`src/rtl/ux607_pwm16_icb_arb.sv`:
```
// Two-master round-robin ICB arbiter in front of the PWM16 register port.
// One transaction in flight; responses are routed back only to the issuing master.
`ifndef UX607_PA_SIZE
`define UX607_PA_SIZE 32
`endif

module ux607_pwm16_icb_arb #(
    parameter int ADDR_W = `UX607_PA_SIZE
) (
    input  logic              clk,
    input  logic              rst_n,

    input  logic              m0_icb_cmd_valid,
    output logic              m0_icb_cmd_ready,
    input  logic [ADDR_W-1:0] m0_icb_cmd_addr,
    input  logic              m0_icb_cmd_read,
    input  logic [31:0]       m0_icb_cmd_wdata,
    output logic              m0_icb_rsp_valid,
    input  logic              m0_icb_rsp_ready,
    output logic [31:0]       m0_icb_rsp_rdata,

    input  logic              m1_icb_cmd_valid,
    output logic              m1_icb_cmd_ready,
    input  logic [ADDR_W-1:0] m1_icb_cmd_addr,
    input  logic              m1_icb_cmd_read,
    input  logic [31:0]       m1_icb_cmd_wdata,
    output logic              m1_icb_rsp_valid,
    input  logic              m1_icb_rsp_ready,
    output logic [31:0]       m1_icb_rsp_rdata,

    output logic              s_icb_cmd_valid,
    input  logic              s_icb_cmd_ready,
    output logic [ADDR_W-1:0] s_icb_cmd_addr,
    output logic              s_icb_cmd_read,
    output logic [31:0]       s_icb_cmd_wdata,
    input  logic              s_icb_rsp_valid,
    output logic              s_icb_rsp_ready,
    input  logic [31:0]       s_icb_rsp_rdata,

    output logic              arb_busy,
    output logic              arb_gnt
);

    typedef enum logic [1:0] {
        IDLE = 2'd0,
        CMD  = 2'd1,
        RSP  = 2'd2
    } state_t;

    state_t state_r;
    logic   gnt_r;
    logic   last_r;
    logic   gnt_c_s;
    logic   sel_s;
    logic   cmd_phase_s;
    logic   sel_valid_s;

    // Round-robin pick: the master that was not served last wins a tie.
    always_comb begin
        gnt_c_s = 1'b0;
        if (m0_icb_cmd_valid && m1_icb_cmd_valid) begin
            gnt_c_s = ~last_r;
        end else if (m1_icb_cmd_valid) begin
            gnt_c_s = 1'b1;
        end else begin
            gnt_c_s = 1'b0;
        end
    end

    // Grant in use this cycle: live arbitration in IDLE, locked grant elsewhere.
    always_comb begin
        sel_s       = gnt_r;
        cmd_phase_s = 1'b0;
        case (state_r)
            IDLE: begin
                sel_s       = gnt_c_s;
                cmd_phase_s = 1'b1;
            end
            CMD: begin
                sel_s       = gnt_r;
                cmd_phase_s = 1'b1;
            end
            RSP: begin
                sel_s       = gnt_r;
                cmd_phase_s = 1'b0;
            end
            default: begin
                sel_s       = gnt_r;
                cmd_phase_s = 1'b0;
            end
        endcase
        sel_valid_s = sel_s ? m1_icb_cmd_valid : m0_icb_cmd_valid;
    end

    // Command forwarding from the selected master to the slave.
    always_comb begin
        s_icb_cmd_valid  = cmd_phase_s & sel_valid_s;
        s_icb_cmd_addr   = sel_s ? m1_icb_cmd_addr  : m0_icb_cmd_addr;
        s_icb_cmd_read   = sel_s ? m1_icb_cmd_read  : m0_icb_cmd_read;
        s_icb_cmd_wdata  = sel_s ? m1_icb_cmd_wdata : m0_icb_cmd_wdata;
        m0_icb_cmd_ready = cmd_phase_s & ~sel_s & m0_icb_cmd_valid & s_icb_cmd_ready;
        m1_icb_cmd_ready = cmd_phase_s &  sel_s & m1_icb_cmd_valid & s_icb_cmd_ready;
    end

    // Response routing; outside RSP a stray slave response is held off.
    always_comb begin
        m0_icb_rsp_rdata = s_icb_rsp_rdata;
        m1_icb_rsp_rdata = s_icb_rsp_rdata;
        if (state_r == RSP) begin
            m0_icb_rsp_valid = ~gnt_r & s_icb_rsp_valid;
            m1_icb_rsp_valid =  gnt_r & s_icb_rsp_valid;
            s_icb_rsp_ready  = gnt_r ? m1_icb_rsp_ready : m0_icb_rsp_ready;
        end else begin
            m0_icb_rsp_valid = 1'b0;
            m1_icb_rsp_valid = 1'b0;
            s_icb_rsp_ready  = 1'b0;
        end
        arb_busy = (state_r != IDLE);
        arb_gnt  = sel_s;
    end

    // Arbiter state, locked grant and last-served tracking.
    always_ff @(posedge clk) begin
        if (!rst_n) begin
            state_r <= IDLE;
            gnt_r   <= 1'b0;
            last_r  <= 1'b1;
        end else begin
            case (state_r)
                IDLE: begin
                    if (s_icb_cmd_valid) begin
                        gnt_r   <= gnt_c_s;
                        state_r <= s_icb_cmd_ready ? RSP : CMD;
                    end
                end
                CMD: begin
                    if (s_icb_cmd_valid && s_icb_cmd_ready) begin
                        state_r <= RSP;
                    end
                end
                RSP: begin
                    if (s_icb_rsp_valid && s_icb_rsp_ready) begin
                        state_r <= IDLE;
                        last_r  <= gnt_r;
                    end
                end
                default: begin
                    state_r <= IDLE;
                end
            endcase
        end
    end

endmodule

```
`config.mk`:
```
export PLATFORM = sky130hd
export DESIGN_NAME = ux607_pwm16_icb_arb
export DESIGN_NICKNAME = d
export VERILOG_FILES = /design/src/rtl/ux607_pwm16_icb_arb.sv
export SDC_FILE = /design/constraint.sdc
export NUM_CORES = 1
export LEC_CHECK = 0
export BUFFER_PORTS_ARGS = -buffer_cell sky130_fd_sc_hd__clkbuf_2
export CORE_AREA = 2 2 119 121
export CTS_CLUSTER_DIAMETER = 50
export DETAILED_ROUTE_END_ITERATION = 7
export DIE_AREA = 0 0 121 123
export GPL_ROUTABILITY_DRIVEN = 0
export PLACE_DENSITY = 0.46
export SYNTH_ARGS = -nofsm -noshare
export SYNTH_HDL_FRONTEND = slang
export SYNTH_SLANG_ARGS = --single-unit
export TNS_END_PERCENT = 30
```
`constraint.sdc`:
```
create_clock -name clk -period 4.4 [get_ports clk]
set_clock_uncertainty 0.1 [all_clocks]
set_input_delay 0.44 -clock clk [delete_from_list [all_inputs] [get_ports clk]]
set_output_delay 0.44 -clock clk [all_outputs]
set_load 0.02 [all_outputs]
```
# Word level (Yosys, flattened, before mapping)
# Index checks and enable logic that the tools add are counted.
[totals] register_bits=4 latchBits=0 ramBits=0 rom_bits=0 out_inout_bits=137 wordCells=46 n_memories=0
[op_classes] addsub=0 multipliers=0 n_div=0 order_cmp=0 n_eq_ne=5 shift=0 muxes=17 bitwise_logic=12 reduce_logical=9
[ops] op="$mux W32" n=2
[ops] op="$mux W1" n=10
[ops] op="$and A1 B1 Y1" n=9
[ops] op="$mux W2" n=4
[ops] op="$pmux W2 S3" n=1
[ops] op="$ne A2 B2 Y1 const B" n=2
[ops] op="$reduce_and A2 Y1" n=2
[ops] op="$logic_and A1 B1 Y1" n=3
[ops] op="$not A1 Y1" n=3
[ops] op="$reduce_and A3 Y1" n=1
[ops] op="$eq A2 B1 Y1 const B" n=1
[ops] op="$eq A2 B2 Y1 const B" n=1
[ops] op="$logic_not A2 Y1" n=1
[ops] op="$ne A2 B1 Y1 const B" n=1
[ops] op="$reduce_bool A2 Y1" n=1
[ops] op="$reduce_or A2 Y1" n=1

# Depth between registers and ports, before layout
[depth] word_depth=8 mapped_depth=6 ltp_nobuf=4

# Least setup slack after synthesis
# OpenSTA, ideal clock, no wires.
[synth_path] path_type="register to output" from="register state_r[0]" to="output port s_icb_cmd_addr[23]" arrival_time_ps=1470 required_ps=3860 path_slack_ps=2390 stages_incl_launch_ff=7 n_path_buf=3 cell_sequence="dfxtp_1 > buf_6 > nor2_4 > mux2i_2 > buf_6 > buf_6 > mux2_4"
[synth_via] elab_chain_cells=3
[synth_lines] element="start, declared" line="50" rtl="state_t state_r;"
[synth_lines] element="start signal, assigned" line="133" rtl="state_r <= s_icb_cmd_ready ? RSP : CMD;"
[synth_lines] element="$logic_not A2 Y1" line="74" rtl="case (state_r)"
[synth_lines] element="$mux W1" line="74"
[synth_lines] element="$mux W32" line="98" rtl="s_icb_cmd_addr = sel_s ? m1_icb_cmd_addr : m0_icb_cmd_addr;"
[synth_lines] element="end, declared" line="33" rtl="output logic [ADDR_W-1:0] s_icb_cmd_addr,"
# No other way between the ends.

# Worst setup path after layout
[layout_path] from="register state_r[0]" to="output port s_icb_cmd_addr[9]"
# Same word-level chain as after synthesis.

==> run metrics <==
number of global-route vias before repair=1548; Clock Sinks=4; Setup crit start=state_r[0]; Clock power frac=0.229; initial antenna violation count=0; unrepaired setup endpoints after global routing=no; register area share after synthesis=0.0458; clk_lat worst skew=220 ps; Initial DRC Count=32; setup TNS=0 ps; CTS tree=built; power share of the sequential group=0.080; post-synthesis register bit count=4; share of cells above drive strength 1=0.879; Setup crit end kind=output pin; Crit path required time=3860 ps; CTS root buffer=clkbuf_16; P&R area growth vs syn=46.5%; VDD IR max=0.000152 V; WP data arrival=2270 ps; die extent in y=123 um; Post-Syn Area=1750 um2; Psw=250 uW; Hold WC Path Type=input pin to flop; Least-Margin Pin Slew=720 ps; Leak=1.51 nW; area of the core=13600 um2; post-synth cell types=28; Clock Pin Slew Worst Setup and Hold Paths=30 ps; fillers=1517; maxcap violations=0; synth warn=0; H-tree levels=1; Layout Nets=493; final core utilization=0.188; HP Start=rst_n; Avg WL per Cell=11.4 um; critical path type=flop to output pin; global-route wire length before repair=7.51 mm; FP Rows=43; IO Port Bufs=210; CTS max path bufs=2; worst hold margin=349 ps; DR vias/cell=3.46; Slew Limit Fails=0; Synthesized Nets=349; run status=complete, no violations; crit path time final=2810 ps; Final Hold Fails=0; num ports=307; Die X=121 um; drt pass-1 iters=4; synthesized instance count=179; Post-Route WL=5.69 mm; post-CTS setup buffer count=0; residual DRC count=0; Cell Pwr Density=240 nW/um2; routed vias=1733; remaining antenna violation count=0; switching share of power=0.406; number of gates resized after CTS=0; # hold bufs at CTS=0; area of the die=14900 um2; fmax=356 MHz; internal power=366 uW; diodes inserted=0; Comb power frac=0.692; endpoints failing setup=0; crit share post-route=0.639; grt total ovfl=0; Syn Area/Cell=9.76 um2; Max transition margin=0.520; largest net degree at the start of global routing=46; detailed placement HPWL=5.01 mm; total CTS buffers=3; reg2reg start=gnt_r; CP Launch Type=flop; CP Max Fanout=45; Initial Utilization=0.128; GRT Total Usage=0.0626
[state kept, by name, indices dropped and copies added, names as in the netlist]
| name | count |
|---|---|
| state_r | 2 |
| gnt_r | 1 |
| last_r | 1 |
[stage by stage]
| step | power (mW) | worst slack, ps | cell area (um2) | instances |
|---|---|---|---|---|
| after floorplan | 0.422 | 2390 | 1750 | 179 |
| after global placement | 0.473 | 1850 | 2490 | 498 |
| after detailed placement | 0.477 | 1790 | 2490 | 498 |
| after CTS | 0.623 | 1560 | 2560 | 501 |
| after global routing | 0.651 | 1460 | 2560 | 501 |
| final | 0.616 | 1590 | 2560 | 501 |
[cell type report]
| class | count | area (um2) | area share |
|---|---|---|---|
| sequential | 4 | 80.1 | 0.0313 |
| multi-input combinational | 99 | 1100 | 0.431 |
| timing repair buffer | 212 | 1070 | 0.416 |
| clock buffer | 3 | 75.1 | 0.0293 |
| tap | 180 | 225 | 0.0879 |
| inverter | 3 | 11.3 | 0.00440 |
[power groups by stage]
stage / Sequential, mW / Combinational [mW] / Clock [mW]
2_1_floorplan: 0.0439 / 0.378 / 0
3_3_place_gp: 0.0493 / 0.423 / 0
3_5_place_dp: 0.0493 / 0.427 / 0
4_1_cts: 0.0490 / 0.430 / 0.144
5_1_grt: 0.0500 / 0.455 / 0.146
6_report: 0.0490 / 0.426 / 0.141
[worst max-delay path: stages (launching register included)]
cell,delay (ps)
dfxtp_1,400
nor2_4,210
mux2i_4,250
buf_4,560
mux2_2,410
clkbuf_2,150
[cell families after synthesis]
| logic type | Yosys count | synth area share |
|---|---|---|
| buf+inv | 76 | 0.328 |
| simple gates | 20 | 0.0651 |
| mux | 68 | 0.522 |
| flops | 4 | 0.0458 |
| compound gates | 11 | 0.0394 |
[synth_stat cells (all sizes together)]
master	number	area, um2
a21boi	2	15.0
a22oi	1	7.51
and2	1	6.26
mux2	65	878
nand3b	1	7.51
o22ai	1	6.26
buf	72	558
o21ai	2	10.0
nand2	4	15.0
and3	2	12.5
nor3b	1	7.51
a21oi	3	15.0
nor2	5	26.3
nor3	1	5.00
dfxtp	4	80.1
a2bb2oi	1	8.76
inv	3	11.3
a31oi	1	6.26
clkbuf	1	3.75
nor2b	4	25.0
mux2i	3	33.8
nand4b	1	8.76
[routing by layer]
layer,vias up,GRT usage,wire length [um]
met5,-,0,0
met4,0,0.00872,0
met2,146,0.0860,2430
li1,836,-,-
met3,0,0.0424,895
met1,751,0.0818,2360
[worst paths after layout]
check | endpoint | slack (ps) | cells after the start
setup reg to reg | state_r[1] | 3120 | 3
hold reg to reg | state_r[0] | 510 | 1
setup / recovery | s_icb_cmd_addr[9] | 1590 | 5
hold / removal | last_r | 350 | 2
[layout by cell type, fill, tap and decap left out, drive strengths merged, types with 2 or more instances in the layout]
cell type	instances
clkbuf	213
mux2	65
nor2	5
nor2b	4
nand2	4
dfxtp	4
inv	3
a21oi	3
mux2i	3
and3	2
o21ai	2
buf	2
a21boi	2
Note: power is estimated with default switching activity, not from simulation.
